## src/rtl/mem_arb_pkg.sv

```systemverilog
// Shared types and constants for the memory port arbiter.
package mem_arb_pkg;

    typedef enum logic [1:0] {
        IDLE   = 2'd0,
        BUSY_I = 2'd1,
        BUSY_D = 2'd2
    } state_t;

    typedef enum logic {
        REQ_IF = 1'b0,
        REQ_D  = 1'b1
    } req_id_t;

    localparam logic [31:0] ABORT_DATA = 32'hDEAD_BEEF;

endpackage

```

## src/rtl/arb_timeout_ctr.sv

```systemverilog
// Busy-cycle counter for the memory port arbiter.
// Cleared when an access is accepted, counts every busy cycle, and flags
// expiry in the cycle whose count equals TIMEOUT-1. TIMEOUT=0 never expires.
module arb_timeout_ctr #(
    parameter int TIMEOUT = 16
) (
    input  logic clk,
    input  logic rst,
    input  logic clr,
    input  logic en,
    output logic expire
);
    localparam int CW = (TIMEOUT > 1) ? $clog2(TIMEOUT) : 1;
    localparam logic [CW-1:0] LAST = CW'((TIMEOUT > 0) ? TIMEOUT - 1 : 0);

    logic [CW-1:0] count;

    // busy-cycle count, restarted on every accept
    always_ff @(posedge clk or posedge rst) begin
        if (rst) begin
            count <= '0;
        end else if (clr) begin
            count <= '0;
        end else if (en) begin
            count <= count + CW'(1);
        end
    end

    generate
        if (TIMEOUT == 0) begin : g_never
            assign expire = 1'b0;
        end else begin : g_cmp
            assign expire = en && (count == LAST);
        end
    endgenerate

endmodule

```

## src/rtl/mem_port_arbiter.sv

```systemverilog
// Shares one memory port between instruction fetch and load/store.
// One access in flight at a time; data wins ties unless MEM_ARB_RR_EN is
// defined, in which case ties alternate (first tie after reset goes to fetch).
// An access that sees no mem_ack for TIMEOUT busy cycles is aborted with err.
module mem_port_arbiter
    import mem_arb_pkg::*;
#(
    parameter int AW      = 32,
    parameter int DW      = 32,
    parameter int TIMEOUT = 16
) (
    input  logic          clk,
    input  logic          rst,
    input  logic          if_req,
    input  logic [AW-1:0] if_addr,
    output logic          if_gnt,
    output logic          if_valid,
    output logic [DW-1:0] if_rdata,
    input  logic          d_req,
    input  logic          d_we,
    input  logic [AW-1:0] d_addr,
    input  logic [DW-1:0] d_wdata,
    output logic          d_gnt,
    output logic          d_valid,
    output logic [DW-1:0] d_rdata,
    output logic          mem_req,
    output logic          mem_we,
    output logic [AW-1:0] mem_addr,
    output logic [DW-1:0] mem_wdata,
    input  logic          mem_ack,
    input  logic [DW-1:0] mem_rdata,
    output logic          err,
    output logic          pc_stall
);
    state_t  state, state_nxt;
    req_id_t sel, tie_winner;
    logic    accept, done_ack, done_abort, busy, expire;

    assign busy     = (state != IDLE);
    assign pc_stall = ~((~d_req | d_valid) & (~if_req | if_valid));

`ifdef MEM_ARB_RR_EN
    req_id_t last_gnt;

    // remember who won the most recent accept so ties can alternate
    always_ff @(posedge clk or posedge rst) begin
        if (rst) begin
            last_gnt <= REQ_D;
        end else if (accept) begin
            last_gnt <= sel;
        end
    end

    assign tie_winner = (last_gnt == REQ_D) ? REQ_IF : REQ_D;
`else
    assign tie_winner = REQ_D;
`endif

    // state register
    always_ff @(posedge clk or posedge rst) begin
        if (rst) begin
            state <= IDLE;
        end else begin
            state <= state_nxt;
        end
    end

    // next state, arbitration and completion decode
    always_comb begin
        state_nxt  = state;
        accept     = 1'b0;
        sel        = REQ_D;
        done_ack   = 1'b0;
        done_abort = 1'b0;
        case (state)
            IDLE: begin
                if (if_req || d_req) begin
                    accept = 1'b1;
                    if (if_req && d_req) begin
                        sel = tie_winner;
                    end else if (d_req) begin
                        sel = REQ_D;
                    end else begin
                        sel = REQ_IF;
                    end
                    state_nxt = (sel == REQ_D) ? BUSY_D : BUSY_I;
                end
            end
            BUSY_I, BUSY_D: begin
                // an ack in the expiry cycle still completes normally
                if (mem_ack) begin
                    done_ack  = 1'b1;
                    state_nxt = IDLE;
                end else if (expire) begin
                    done_abort = 1'b1;
                    state_nxt  = IDLE;
                end
            end
            default: state_nxt = IDLE;
        endcase
    end

    // memory-side request registers, grant/valid pulses and read data
    always_ff @(posedge clk or posedge rst) begin
        if (rst) begin
            mem_req   <= 1'b0;
            mem_we    <= 1'b0;
            mem_addr  <= '0;
            mem_wdata <= '0;
            if_gnt    <= 1'b0;
            d_gnt     <= 1'b0;
            if_valid  <= 1'b0;
            d_valid   <= 1'b0;
            err       <= 1'b0;
            if_rdata  <= '0;
            d_rdata   <= '0;
        end else begin
            if_gnt   <= 1'b0;
            d_gnt    <= 1'b0;
            if_valid <= 1'b0;
            d_valid  <= 1'b0;
            err      <= 1'b0;
            if (accept) begin
                mem_req   <= 1'b1;
                mem_we    <= (sel == REQ_D) && d_we;
                mem_addr  <= (sel == REQ_D) ? d_addr : if_addr;
                mem_wdata <= (sel == REQ_D) ? d_wdata : '0;
                if_gnt    <= (sel == REQ_IF);
                d_gnt     <= (sel == REQ_D);
            end
            if (done_ack) begin
                mem_req <= 1'b0;
                if (state == BUSY_I) begin
                    if_valid <= 1'b1;
                    if_rdata <= mem_rdata;
                end else begin
                    d_valid <= 1'b1;
                    if (!mem_we) begin
                        d_rdata <= mem_rdata;
                    end
                end
            end
            if (done_abort) begin
                mem_req <= 1'b0;
                err     <= 1'b1;
                if (state == BUSY_I) begin
                    if_valid <= 1'b1;
                    if_rdata <= DW'(ABORT_DATA);
                end else begin
                    d_valid <= 1'b1;
                    d_rdata <= DW'(ABORT_DATA);
                end
            end
        end
    end

    arb_timeout_ctr #(
        .TIMEOUT (TIMEOUT)
    ) u_timeout (
        .clk    (clk),
        .rst    (rst),
        .clr    (accept),
        .en     (busy),
        .expire (expire)
    );

endmodule

```

## config.mk

```make
export PLATFORM = sky130hd
export DESIGN_NAME = mem_port_arbiter
export DESIGN_NICKNAME = d
export VERILOG_FILES = /design/src/rtl/mem_arb_pkg.sv /design/src/rtl/arb_timeout_ctr.sv /design/src/rtl/mem_port_arbiter.sv
export SDC_FILE = /design/constraint.sdc
export NUM_CORES = 1
export LEC_CHECK = 0
export CAP_MARGIN = 5
export CORE_ASPECT_RATIO = 1.75
export CORE_MARGIN = 4
export CORE_UTILIZATION = 44
export DETAILED_ROUTE_END_ITERATION = 7
export GPL_ROUTABILITY_DRIVEN = 0
export PLACE_DENSITY = 0.85
export REMOVE_ABC_BUFFERS = 1
export SLEW_MARGIN = 20
export SYNTH_ARGS = -nofsm -noshare
export SYNTH_HDL_FRONTEND = slang
export SYNTH_SLANG_ARGS = --single-unit
```

## constraint.sdc

```tcl
create_clock -name clk -period 11.5 [get_ports clk]
set_clock_uncertainty 0.05 [all_clocks]
set_input_delay 2.3 -clock clk [delete_from_list [all_inputs] [get_ports clk]]
set_output_delay 2.3 -clock clk [all_outputs]
set_load 0.02 [all_outputs]
```

==> flow_summary_export.csv <==
group,metric,value,unit
outcome,outcome,"completed",
cells_and_area,fin_nets,916,
min_path,hp-start,"if_rdata[1]",
floorplan,io_pins,270,
synth,ys_seq_elements,141,
route,first_pass_iters,4,
worst_setup_path,path_max_fanout,36,
worst_setup_path,path_cells,"clkdlybuf4s50_1 > buf_4 > inv_1 > o22ai_1 > clkdlybuf4s50_1",
global_route,antenna_found_initial,1,
floorplan,core_area,0.0129,mm2
floorplan,die_w,94.4,um
cells_and_area,nFillCells,910,
worst_setup_path,crit_path_top_delay_cell,"clkdlybuf4s50_1",
synth,ys_seq_area_frac,0.614,
placement,dpl-instance-area,0.00853,mm2
sta,finalCritPeriodShare,0.564,
power,power_per_cell_area,291,mW/mm2
route,drtIter0Drc,236,
min_path,hp-class,"reg2reg",
cells_and_area,multiInputGateArea,0.00201,mm2
route,post_drt_wl_per_cell,19.5,um
cells_and_area,area_growth_syn_to_layout,58.6,%
clock_network,clk_pin_slew,0.06,ns
synth,synth_ff_type,"dfrtp_1",
cells_and_area,drive_gt1_frac,0.0607,
power,peakVddDrop,191,uV
cells_and_area,layout_common_cells,"269 x clkdlybuf4s50_1, 141 x dfrtp_1, 131 x nand2_1",
placement,dpl.hpwl,13600,um
global_route,grt_pass1_vias,5538,
global_route,overflow,0,
clock_network,htreeDepth,4,
sta,hold_viol,0,
worst_setup_path,cp.arrival,4.13,ns
sta,tns,0,ns
clock_network,numCtsBuffers,17,
worst_setup_path,path_class,"in2out",
sta,rsz0062_at_grt,"no",
floorplan,dieArea,0.0150,mm2
power,p_leak,0.00411,uW
worst_setup_path,path_common_cell,"clkdlybuf4s50_1",
floorplan,start_util,0.446,
worst_setup_path,critPathLaunchType,"input port",
clock_network,clock_latency,0.40,ns
synth,synth_cell_types,33,
synth,syn_area,0.00574,mm2
worst_setup_path,regToRegSetupSlack,8.87,ns
clock_network,cts_resized,0,
synth,ys_warn_count,0,
sta,slew_viol_final,0,
floorplan,fp-row-count,55,
route,routed_via_density,5.34,
synth,synth-edff-count,0,
clock_network,cts.path.max_buffers,2,
placement,portBuffers,269,
synth,async_flop_share,1.00,
clock_network,root_buffer,"clkbuf_16",
sta,finalSetupViolations,0,
worst_setup_path,r2r-start,"state[0]",
synth,synthCells,525,
synth,avgSynthCellArea,10.9,um2
cells_and_area,seq_area,0.00353,mm2
floorplan,fp.dieH,159,um
clock_network,cts_hold_buf,0,
route,routed_wl,18800,um
cells_and_area,layout_commonest_cell,"clkdlybuf4s50_1",
sta,period_minus_slack,6.48,ns
global_route,grt_pass1_wl,29400,um
route,drc,0,
global_route,track_usage,0.250,
sta,slew-limit-headroom,0.357,
worst_setup_path,crit_path_max_incr_delay,0.66,ns
cells_and_area,finish.instance_area,0.00911,mm2
clock_network,numClockSinks,141,
worst_setup_path,end_kind,"output port",
run,maxCapViolCount,0,
sta,fmax,154,MHz
global_route,grt_max_degree,78,
route,ant_nets,0,
route,num_vias,5146,
sta,worstMarginPinSlew,0.958,ns
worst_setup_path,cp.required,9.15,ns
clock_network,postCtsSetupBuffers,0,
worst_setup_path,cp-startpoint,"d_req",
clock_network,cts_tree,"built",
-- logic make-up after synthesis --
family | Yosys count | synth area share
AO/OA/AOI/OAI | 127 | 0.177
adder cells (fa/ha/maj) | 4 | 0.00871
flip-flops | 141 | 0.614
buffers and inverters | 51 | 0.0418
AND/OR/NAND/NOR | 202 | 0.159
-- state kept, by name, indices dropped and copies added, names as in the netlist --
signal           flops
d_rdata             32
if_rdata            32
mem_addr            32
mem_wdata           32
u_timeout.count      4
state                2
d_gnt                1
d_valid              1
err                  1
if_gnt               1
if_valid             1
mem_req              1
mem_we               1
-- metal layers --
layer	track usage	routed length, um	up-vias
li1	-	-	2363
met1	0.277	6650	2523
met2	0.445	10200	212
met3	0.0596	1270	48
met4	0.112	677	0
met5	0	0	-
-- where the power goes --
| group | switching (uW) | total (uW) | internal (uW) |
|---|---|---|---|
| Combinational | 667 | 1260 | 594 |
| Clock | 226 | 532 | 306 |
| Sequential | 136 | 861 | 725 |
| Total | 1030 | 2650 | 1620 |
-- cell usage after synthesis (2+ instances only) --
cell | instances | area, um2
dfrtp_1 | 141 | 3530
nand2b_1 | 2 | 12.5
nor2b_1 | 2 | 12.5
inv_1 | 8 | 30.0
ha_1 | 4 | 50.1
o22ai_1 | 2 | 12.5
nor2_1 | 2 | 7.51
a22o_1 | 95 | 832
nor3_4 | 2 | 32.5
nand4b_1 | 2 | 17.5
nand3_1 | 53 | 265
nand3_2 | 2 | 20.0
a21oi_1 | 18 | 90.1
nand2_1 | 131 | 492
buf_1 | 2 | 7.51
buf_4 | 3 | 22.5
o21ai_0 | 6 | 30.0
clkbuf_1 | 12 | 45.0
buf_2 | 24 | 120
-- critical path, delay by kind of cell --
family,cells,cell delay [ns]
buffers and inverters,4,1.62
AO/OA/AOI/OAI,1,0.20
-- area by class of cell --
cell class	instances	area share
clock buffer	17	0.0467
multi-input combinational	333	0.220
timing repair buffer	276	0.301
tap	171	0.0235
inverter	9	0.00426
clock inverter	15	0.0162
antenna	1	0.000275
sequential	141	0.387
-- per-stage QoR --
stage	util	instances	total power [uW]	hold WS, ns	setup slack, ns
6_report	0.708	963	2650	0.440	5.02
5_1_grt	0.708	963	2790	0.466	4.95
4_1_cts	0.707	962	2670	0.446	5.04
3_5_place_dp	0.663	930	2130	0.431	5.06
3_3_place_gp	0.663	930	2080	0.425	5.12
2_1_floorplan	-	483	1470	0.422	5.37
-- path summary, 6_finish.rpt --
kind	to	depth (start not counted)
max in group asynchronous	if_rdata[19]	3
setup / recovery	pc_stall	5
min in group asynchronous	mem_wdata[31]	2
hold reg to reg	if_rdata[1]	2
hold / removal	if_rdata[1]	2
setup reg to reg	state[1]	7
(Power assumes the default switching activity.)
